## src/rtl/dbg_run_ctrl_if.sv

```systemverilog
// Run-control bundle between the TAP-side strobe source and dbg_run_ctrl.
// The master drives strobes and breakpoints; the slave returns per-core gating status.
interface dbg_run_ctrl_if #(
  parameter int NUM_CORES = 1,
  parameter int STEP_W    = 8
);
  logic [NUM_CORES-1:0] core_sel;
  logic                 halt_req;
  logic                 step_req;
  logic                 resume_req;
  logic [STEP_W-1:0]    step_count;
  logic [NUM_CORES-1:0] bp_hit;
  logic [NUM_CORES-1:0] clk_en;
  logic [NUM_CORES-1:0] halted;
  logic [NUM_CORES-1:0] bp_cause;
  logic [NUM_CORES-1:0] step_done;

  modport master (
    output core_sel, halt_req, step_req, resume_req, step_count, bp_hit,
    input  clk_en, halted, bp_cause, step_done
  );

  modport slave (
    input  core_sel, halt_req, step_req, resume_req, step_count, bp_hit,
    output clk_en, halted, bp_cause, step_done
  );
endinterface

```

## src/rtl/dbg_run_ctrl.sv

```systemverilog
// Per-core RUN/HALT/STEP run control producing registered clock enables for the
// downstream gate latches, with multi-cycle stepping and breakpoint auto-halt.
module dbg_run_ctrl #(
  parameter int NUM_CORES     = 1,
  parameter int STEP_W        = 8,
  parameter bit HALT_ON_RESET = 1'b0
) (
  input logic           sys_clk,
  input logic           reset,
  dbg_run_ctrl_if.slave dbg
);
  typedef enum logic [1:0] {
    ST_RUN  = 2'd0,
    ST_HALT = 2'd1,
    ST_STEP = 2'd2
  } state_t;

  localparam state_t RST_STATE = HALT_ON_RESET ? ST_HALT : ST_RUN;

  logic [NUM_CORES-1:0] w_clk_en;
  logic [NUM_CORES-1:0] w_halted;
  logic [NUM_CORES-1:0] w_bp_cause;
  logic [NUM_CORES-1:0] w_step_done;

  generate
    for (genvar gi = 0; gi < NUM_CORES; gi++) begin : g_core
      state_t            r_state;
      logic [STEP_W-1:0] r_cnt;
      logic              r_clk_en;
      logic              r_halted;
      logic              r_bp_cause;
      logic              r_step_done;
      logic              w_halt;
      logic              w_step;
      logic              w_resume;

      assign w_halt   = dbg.core_sel[gi] & dbg.halt_req;
      assign w_step   = dbg.core_sel[gi] & dbg.step_req;
      assign w_resume = dbg.core_sel[gi] & dbg.resume_req;

      always_ff @(posedge sys_clk) begin
        if (reset) begin
          r_state     <= RST_STATE;
          r_cnt       <= '0;
          r_clk_en    <= ~HALT_ON_RESET;
          r_halted    <= HALT_ON_RESET;
          r_bp_cause  <= 1'b0;
          r_step_done <= 1'b0;
        end else begin
          r_step_done <= 1'b0;
          case (r_state)
            ST_RUN: begin
              if (dbg.bp_hit[gi] || w_halt) begin
                r_state    <= ST_HALT;
                r_clk_en   <= 1'b0;
                r_halted   <= 1'b1;
                r_bp_cause <= dbg.bp_hit[gi];
              end
            end
            ST_HALT: begin
              // A halt strobe outranks step/resume even though it is a no-op here.
              if (!w_halt) begin
                if (w_step) begin
                  if (dbg.step_count != '0) begin
                    r_state  <= ST_STEP;
                    r_cnt    <= dbg.step_count - STEP_W'(1);
                    r_clk_en <= 1'b1;
                    r_halted <= 1'b0;
                  end
                end else if (w_resume) begin
                  r_state    <= ST_RUN;
                  r_clk_en   <= 1'b1;
                  r_halted   <= 1'b0;
                  r_bp_cause <= 1'b0;
                end
              end
            end
            ST_STEP: begin
              if (w_halt) begin
                r_state  <= ST_HALT;
                r_clk_en <= 1'b0;
                r_halted <= 1'b1;
                r_cnt    <= '0;
              end else if (r_cnt == '0) begin
                r_state     <= ST_HALT;
                r_clk_en    <= 1'b0;
                r_halted    <= 1'b1;
                r_step_done <= 1'b1;
              end else begin
                r_cnt <= r_cnt - STEP_W'(1);
              end
            end
            default: begin
              r_state  <= RST_STATE;
              r_cnt    <= '0;
              r_clk_en <= ~HALT_ON_RESET;
              r_halted <= HALT_ON_RESET;
            end
          endcase
        end
      end

      assign w_clk_en[gi]    = r_clk_en;
      assign w_halted[gi]    = r_halted;
      assign w_bp_cause[gi]  = r_bp_cause;
      assign w_step_done[gi] = r_step_done;
    end
  endgenerate

  assign dbg.clk_en    = w_clk_en;
  assign dbg.halted    = w_halted;
  assign dbg.bp_cause  = w_bp_cause;
  assign dbg.step_done = w_step_done;
endmodule

```

## src/flat_wrapper.sv

```systemverilog
// flat-port wrapper written by rule: the top's interface ports become plain ports
module dbg_run_ctrl_flat 
#(
  parameter int NUM_CORES     = 1,
  parameter int STEP_W        = 8,
  parameter bit HALT_ON_RESET = 1'b0
)
  (sys_clk, reset, dbg_core_sel, dbg_halt_req, dbg_step_req, dbg_resume_req, dbg_step_count, dbg_bp_hit, dbg_clk_en, dbg_halted, dbg_bp_cause, dbg_step_done);
  dbg_run_ctrl_if #(.NUM_CORES(NUM_CORES), .STEP_W(STEP_W)) dbg_i ();
  input logic sys_clk;
  input logic reset;
  input wire logic [$bits(dbg_i.core_sel)-1:0] dbg_core_sel;
  input wire logic [$bits(dbg_i.halt_req)-1:0] dbg_halt_req;
  input wire logic [$bits(dbg_i.step_req)-1:0] dbg_step_req;
  input wire logic [$bits(dbg_i.resume_req)-1:0] dbg_resume_req;
  input wire logic [$bits(dbg_i.step_count)-1:0] dbg_step_count;
  input wire logic [$bits(dbg_i.bp_hit)-1:0] dbg_bp_hit;
  output wire logic [$bits(dbg_i.clk_en)-1:0] dbg_clk_en;
  output wire logic [$bits(dbg_i.halted)-1:0] dbg_halted;
  output wire logic [$bits(dbg_i.bp_cause)-1:0] dbg_bp_cause;
  output wire logic [$bits(dbg_i.step_done)-1:0] dbg_step_done;
  assign dbg_i.core_sel = dbg_core_sel;
  assign dbg_i.halt_req = dbg_halt_req;
  assign dbg_i.step_req = dbg_step_req;
  assign dbg_i.resume_req = dbg_resume_req;
  assign dbg_i.step_count = dbg_step_count;
  assign dbg_i.bp_hit = dbg_bp_hit;
  assign dbg_clk_en = dbg_i.clk_en;
  assign dbg_halted = dbg_i.halted;
  assign dbg_bp_cause = dbg_i.bp_cause;
  assign dbg_step_done = dbg_i.step_done;
  dbg_run_ctrl #(.NUM_CORES(NUM_CORES), .STEP_W(STEP_W), .HALT_ON_RESET(HALT_ON_RESET)) u_core (.sys_clk(sys_clk), .reset(reset), .dbg(dbg_i));
endmodule
```

## config.mk

```make
export PLATFORM = sky130hd
export DESIGN_NAME = dbg_run_ctrl_flat
export DESIGN_NICKNAME = d
export VERILOG_FILES = /design/src/rtl/dbg_run_ctrl_if.sv /design/src/rtl/dbg_run_ctrl.sv /design/src/flat_wrapper.sv
export SDC_FILE = /design/constraint.sdc
export NUM_CORES = 1
export LEC_CHECK = 0
export CELL_PAD_IN_SITES_DETAIL_PLACEMENT = 0
export CELL_PAD_IN_SITES_GLOBAL_PLACEMENT = 1
export CORE_MARGIN = 10
export CORE_UTILIZATION = 38
export CTS_CLUSTER_DIAMETER = 200
export DETAILED_ROUTE_END_ITERATION = 10
export PLACE_DENSITY_LB_ADDON = 0.15
export SLEW_MARGIN = 15
export SYNTH_ARGS = -nofsm -noshare
export SYNTH_HDL_FRONTEND = slang
export SYNTH_SLANG_ARGS = --single-unit
```

## constraint.sdc

```tcl
create_clock -name sys_clk -period 2.2 [get_ports sys_clk]
set_clock_uncertainty 0.15 [all_clocks]
set_input_delay 0.44 -clock sys_clk [delete_from_list [all_inputs] [get_ports sys_clk]]
set_output_delay 0.44 -clock sys_clk [all_outputs]
set_load 0.01 [all_outputs]
```

==> summary by stage <==
Global route
For this run the aggregate overflow at the end of global routing stands at 0. Entering global routing, the biggest net connects 9 pins. For this run, the total global-route usage over all layers was measured as 11.1%. The via count of the first global-routing pass is 1089.

The global-route wire length before repair is 4790 µm. The number of antenna violations at the first check in global routing was 0.

Logic synthesis
Measured against the total synthesized area, the mux share comes to 5.71%. The top-area cell type share of the netlist area is 26.6%. The number of warning messages in the yosys log is 0. In the synthesized netlist the dominant register cell turns out to be dfxtp_1. Of the total synthesized cell area, the portion taken by full adders, half adders and majority gates is under 10%. In this run, distinct cell masters in the synthesized netlist total 38.

Yosys instantiated no cell more often than dfxtp_1. The gate count of the mapped netlist is approximately 120. Of the total synthesized cell area, the portion taken by AND, OR, NAND and NOR gates is 25.1%.

By area, the combinational part of the netlist is dominated by simple AND/OR/NAND/NOR gates. The share of flip-flops with an asynchronous set or reset after synthesis is 0%. The number of nets in the synthesized netlist is 147. Yosys attributes the largest share of cell area to dfxtp_1 27%, ha_1 9.5%, xnor2_1 7.5%.

The synthesized area per cell is 8.49 µm². Sorting the synthesized cells by how often they occur yields 14 x dfxtp_1, 12 x inv_1, 12 x nand2_1, 11 x nor2_1, 9 x xnor2_1. dfxtp_1 takes more of the synthesized area than any other cell. Summing every instance area after synthesis gives roughly 0.0011 mm². In this run, synthesis inferred 0 flip-flops with an integrated enable. The post-synthesis sequential area ratio is 26.6%. The post-synthesis share of cell area spent on xor and xnor gates is 8.32%.

The compound-gate portion of the synthesized area is 18.2%. Synthesis inferred 14 register bits.

Clock network
For the worst-skew pair, the clock arrives at the later sink with an insertion delay of about 0.28 ns. Counting every sink on the clock net gives 14. The cell chosen for the clock root is clkbuf_4. The H-tree depth is 1.

The register clock-pin slew on the reported worst setup and hold paths is 0.08 ns. The worst-case clock buffer depth is 2. The TritonCTS clock tree is built. Counting the buffers created by CTS gives 3. Buffers inserted to repair hold after CTS numbered 0.

Worst setup path
STA classifies the critical path startpoint as an input pin. The critical path start-end classification is in2reg. The sort of element at the end of the critical path is a flip-flop. STA puts the critical path data arrival time at 2.23 ns. The maximum fanout count along the critical path is 3. The required time reported for the critical path endpoint is 2.27 ns.

Die
The area of the die is 0.00527 mm². The die outline width is a little over 70 µm. For this design the top-level I/O count stands at 19. The standard cell core area is 0.00271 mm². The effective utilization at floorplan is 38.8%. Measured along the y axis, the die boundary spans a little over 70 µm. The number of standard-cell rows in the floorplan is 19.

Layout
At the end of the flow the core is filled with cells to 54.9%. The area of combinational cells with multiple inputs is roughly 720 µm². Counting the fill cells in the layout gives 257. Compared with the post-synthesis result, the final layout area differs by 41.4%. The finished layout holds a little under 200 standard cells, fillers aside.

The net count of the finished layout is 191. The register area is 280 µm². The post-route netlist has 25.3% of its cells at a drive strength greater than 1. The finished cells cover 0.00149 mm². The count of antenna diodes in the layout is 0.

Route
The detailed router finished its first iteration with 69 violations. For this run, the detailed router's first-pass iteration total came to 4. The count of nets left with antenna violations once routing finished came out at 0. The routed layout has 1036 vias. Using the TritonRoute via totals, the vias-per-cell ratio works out to between 5 and 6.

For this block, the routed nets add up to ~2800 µm of wire. The detailed-route DRC error count is 0. The per-cell routed wire length is between 10 and 15 µm.

Timing
In the post-route analysis, the smallest setup slack over all paths is 0.0354 ns. Setup violations remaining at the end of the flow were counted as 0. Setup total negative slack on the finished layout was measured at 0 ns. The final-report max-slew violation count is 0. The headroom to the max-slew limit is 76.5%. The post-route fraction of the period consumed by the critical path is 98.4%.

Static timing analysis puts the maximum clock frequency at approximately 460 MHz. The worst hold margin is 0.334 ns. The final-report hold violation count came to 0. The transition time of the tightest slew-check pin is 0.349 ns. The final critical-path required period is 2.16 ns.

Placement
The setup slack after placement is -0.319 ns. Summing all placed instances gives a cell area of 0.00142 mm². Detailed placement ended at an HPWL of 2330 µm. In this run, placement finished with an instance count of 193. Routability-driven placement finished with a final weighted congestion of between 0.7 and 0.8. The count of port buffers added during placement is 18.

Job
Max-cap violations in this run came to 0.

Power and ir drop
For this design the ratio of total power to cell area is 576 mW/mm². The analysis attributes to cell leakage a power of 0.612 nW. The design draws approximately 860 µW. The worst-case IR drop observed on VDD is 0.482 mV.

Worst hold path
The worst hold-check path type is reg2reg.

Run status
The flow ran to the end, and the final reports show no timing, DRC or antenna violations.
[state kept, by name, indices dropped and copies added (netlist names)]
name	flops
u_core.dbg.bp_cause	1
u_core.dbg.step_done	1
u_core.g_core.r_state	2
u_core.dbg.clk_en	1
u_core.g_core.r_cnt	8
u_core.dbg.halted	1
[area by class of cell]
class | count | area share, %
Tap cell | 31 | 2.61
Timing Repair Buffer | 42 | 25.1
Inverter | 13 | 3.28
Sequential cell | 14 | 18.8
Clock buffer | 3 | 1.51
Multi-Input combinational cell | 94 | 48.7
[power breakdown]
| part | leakage [nW] | switching [mW] | internal [mW] |
|---|---|---|---|
| combinational | 0.484 | 0.188 | 0.231 |
| sequential | 0.114 | 0.0181 | 0.278 |
| clock | 0.0138 | 0.0792 | 0.0635 |
[cells in the final DEF (no fill, tap or decap), types with 2 or more instances in the layout]
master / synthesis / final
or4_1: 2 / 2
nand2_1: 12 / 12
inv_2: 1 / 2
a22oi_1: 4 / 4
inv_1: 12 / 11
nand4_1: 3 / 3
dfxtp_1: 14 / 14
nand3_1: 2 / 2
mux2i_1: 3 / 3
nor3_1: 3 / 3
clkdlybuf4s50_1: 0 / 18
o32ai_1: 5 / 5
o22ai_1: 3 / 3
xnor2_1: 9 / 9
nor2_1: 11 / 11
o21ai_0: 2 / 2
a21oi_1: 5 / 5
buf_4: 0 / 23
o31ai_1: 2 / 2
nor2_2: 2 / 2
clkbuf_4: 0 / 3
ha_1: 8 / 8
mux2_4: 2 / 2
[final timing paths]
kind	start	end	slack (ns)	depth (start not counted)
worst max-delay path	dbg_step_count[0]	u_core.g_core[0].r_state[0]$_SDFFE_PP0P_	0.04	9
worst min-delay path	u_core.dbg.bp_cause$_SDFFE_PP0P_	u_core.dbg.bp_cause$_SDFFE_PP0P_	0.33	2
worst max register to register	u_core.g_core[0].r_state[1]$_SDFFE_PP0P_	u_core.g_core[0].r_state[0]$_SDFFE_PP0P_	0.24	8
worst min register to register	u_core.dbg.bp_cause$_SDFFE_PP0P_	u_core.dbg.bp_cause$_SDFFE_PP0P_	0.33	2
[kinds of logic (layout without fill, tap and decap cells)]
logic type	count (synthesis)	in the layout
muxes	5	5
adders and majority gates	8	8
and+or+nand+nor	44	44
AOI/OAI and AO/OA	27	27
DFF	14	14
buffers and inverters	16	58
xor gates and xnor gates	10	10
[metal layers]
layer  up-vias  wire (µm)  track usage (%)
met2        12       1470             20.1
li1        533          -                -
met3         4         66             3.13
met5         -          0                0
met4         0         27             2.53
met1       487       1260             12.5
[critical path: stages]
cell and delay (ns):
clkdlybuf4s50_1 0.48, inv_1 0.06, ha_1 0.19, nor4bb_4 0.15
buf_4 0.13, nand4_1 0.10, nand4b_4 0.14, or3_4 0.41
a21oi_2 0.13
[what timing repair did]
item	CTS	global route
endpoints found under the hold margin	0	0
resized for setup	1	4
pin swaps	0	5
buffers inserted	0	1
setup endpoints to repair	5	11
No activity file was read; power rests on OpenSTA's default activity.
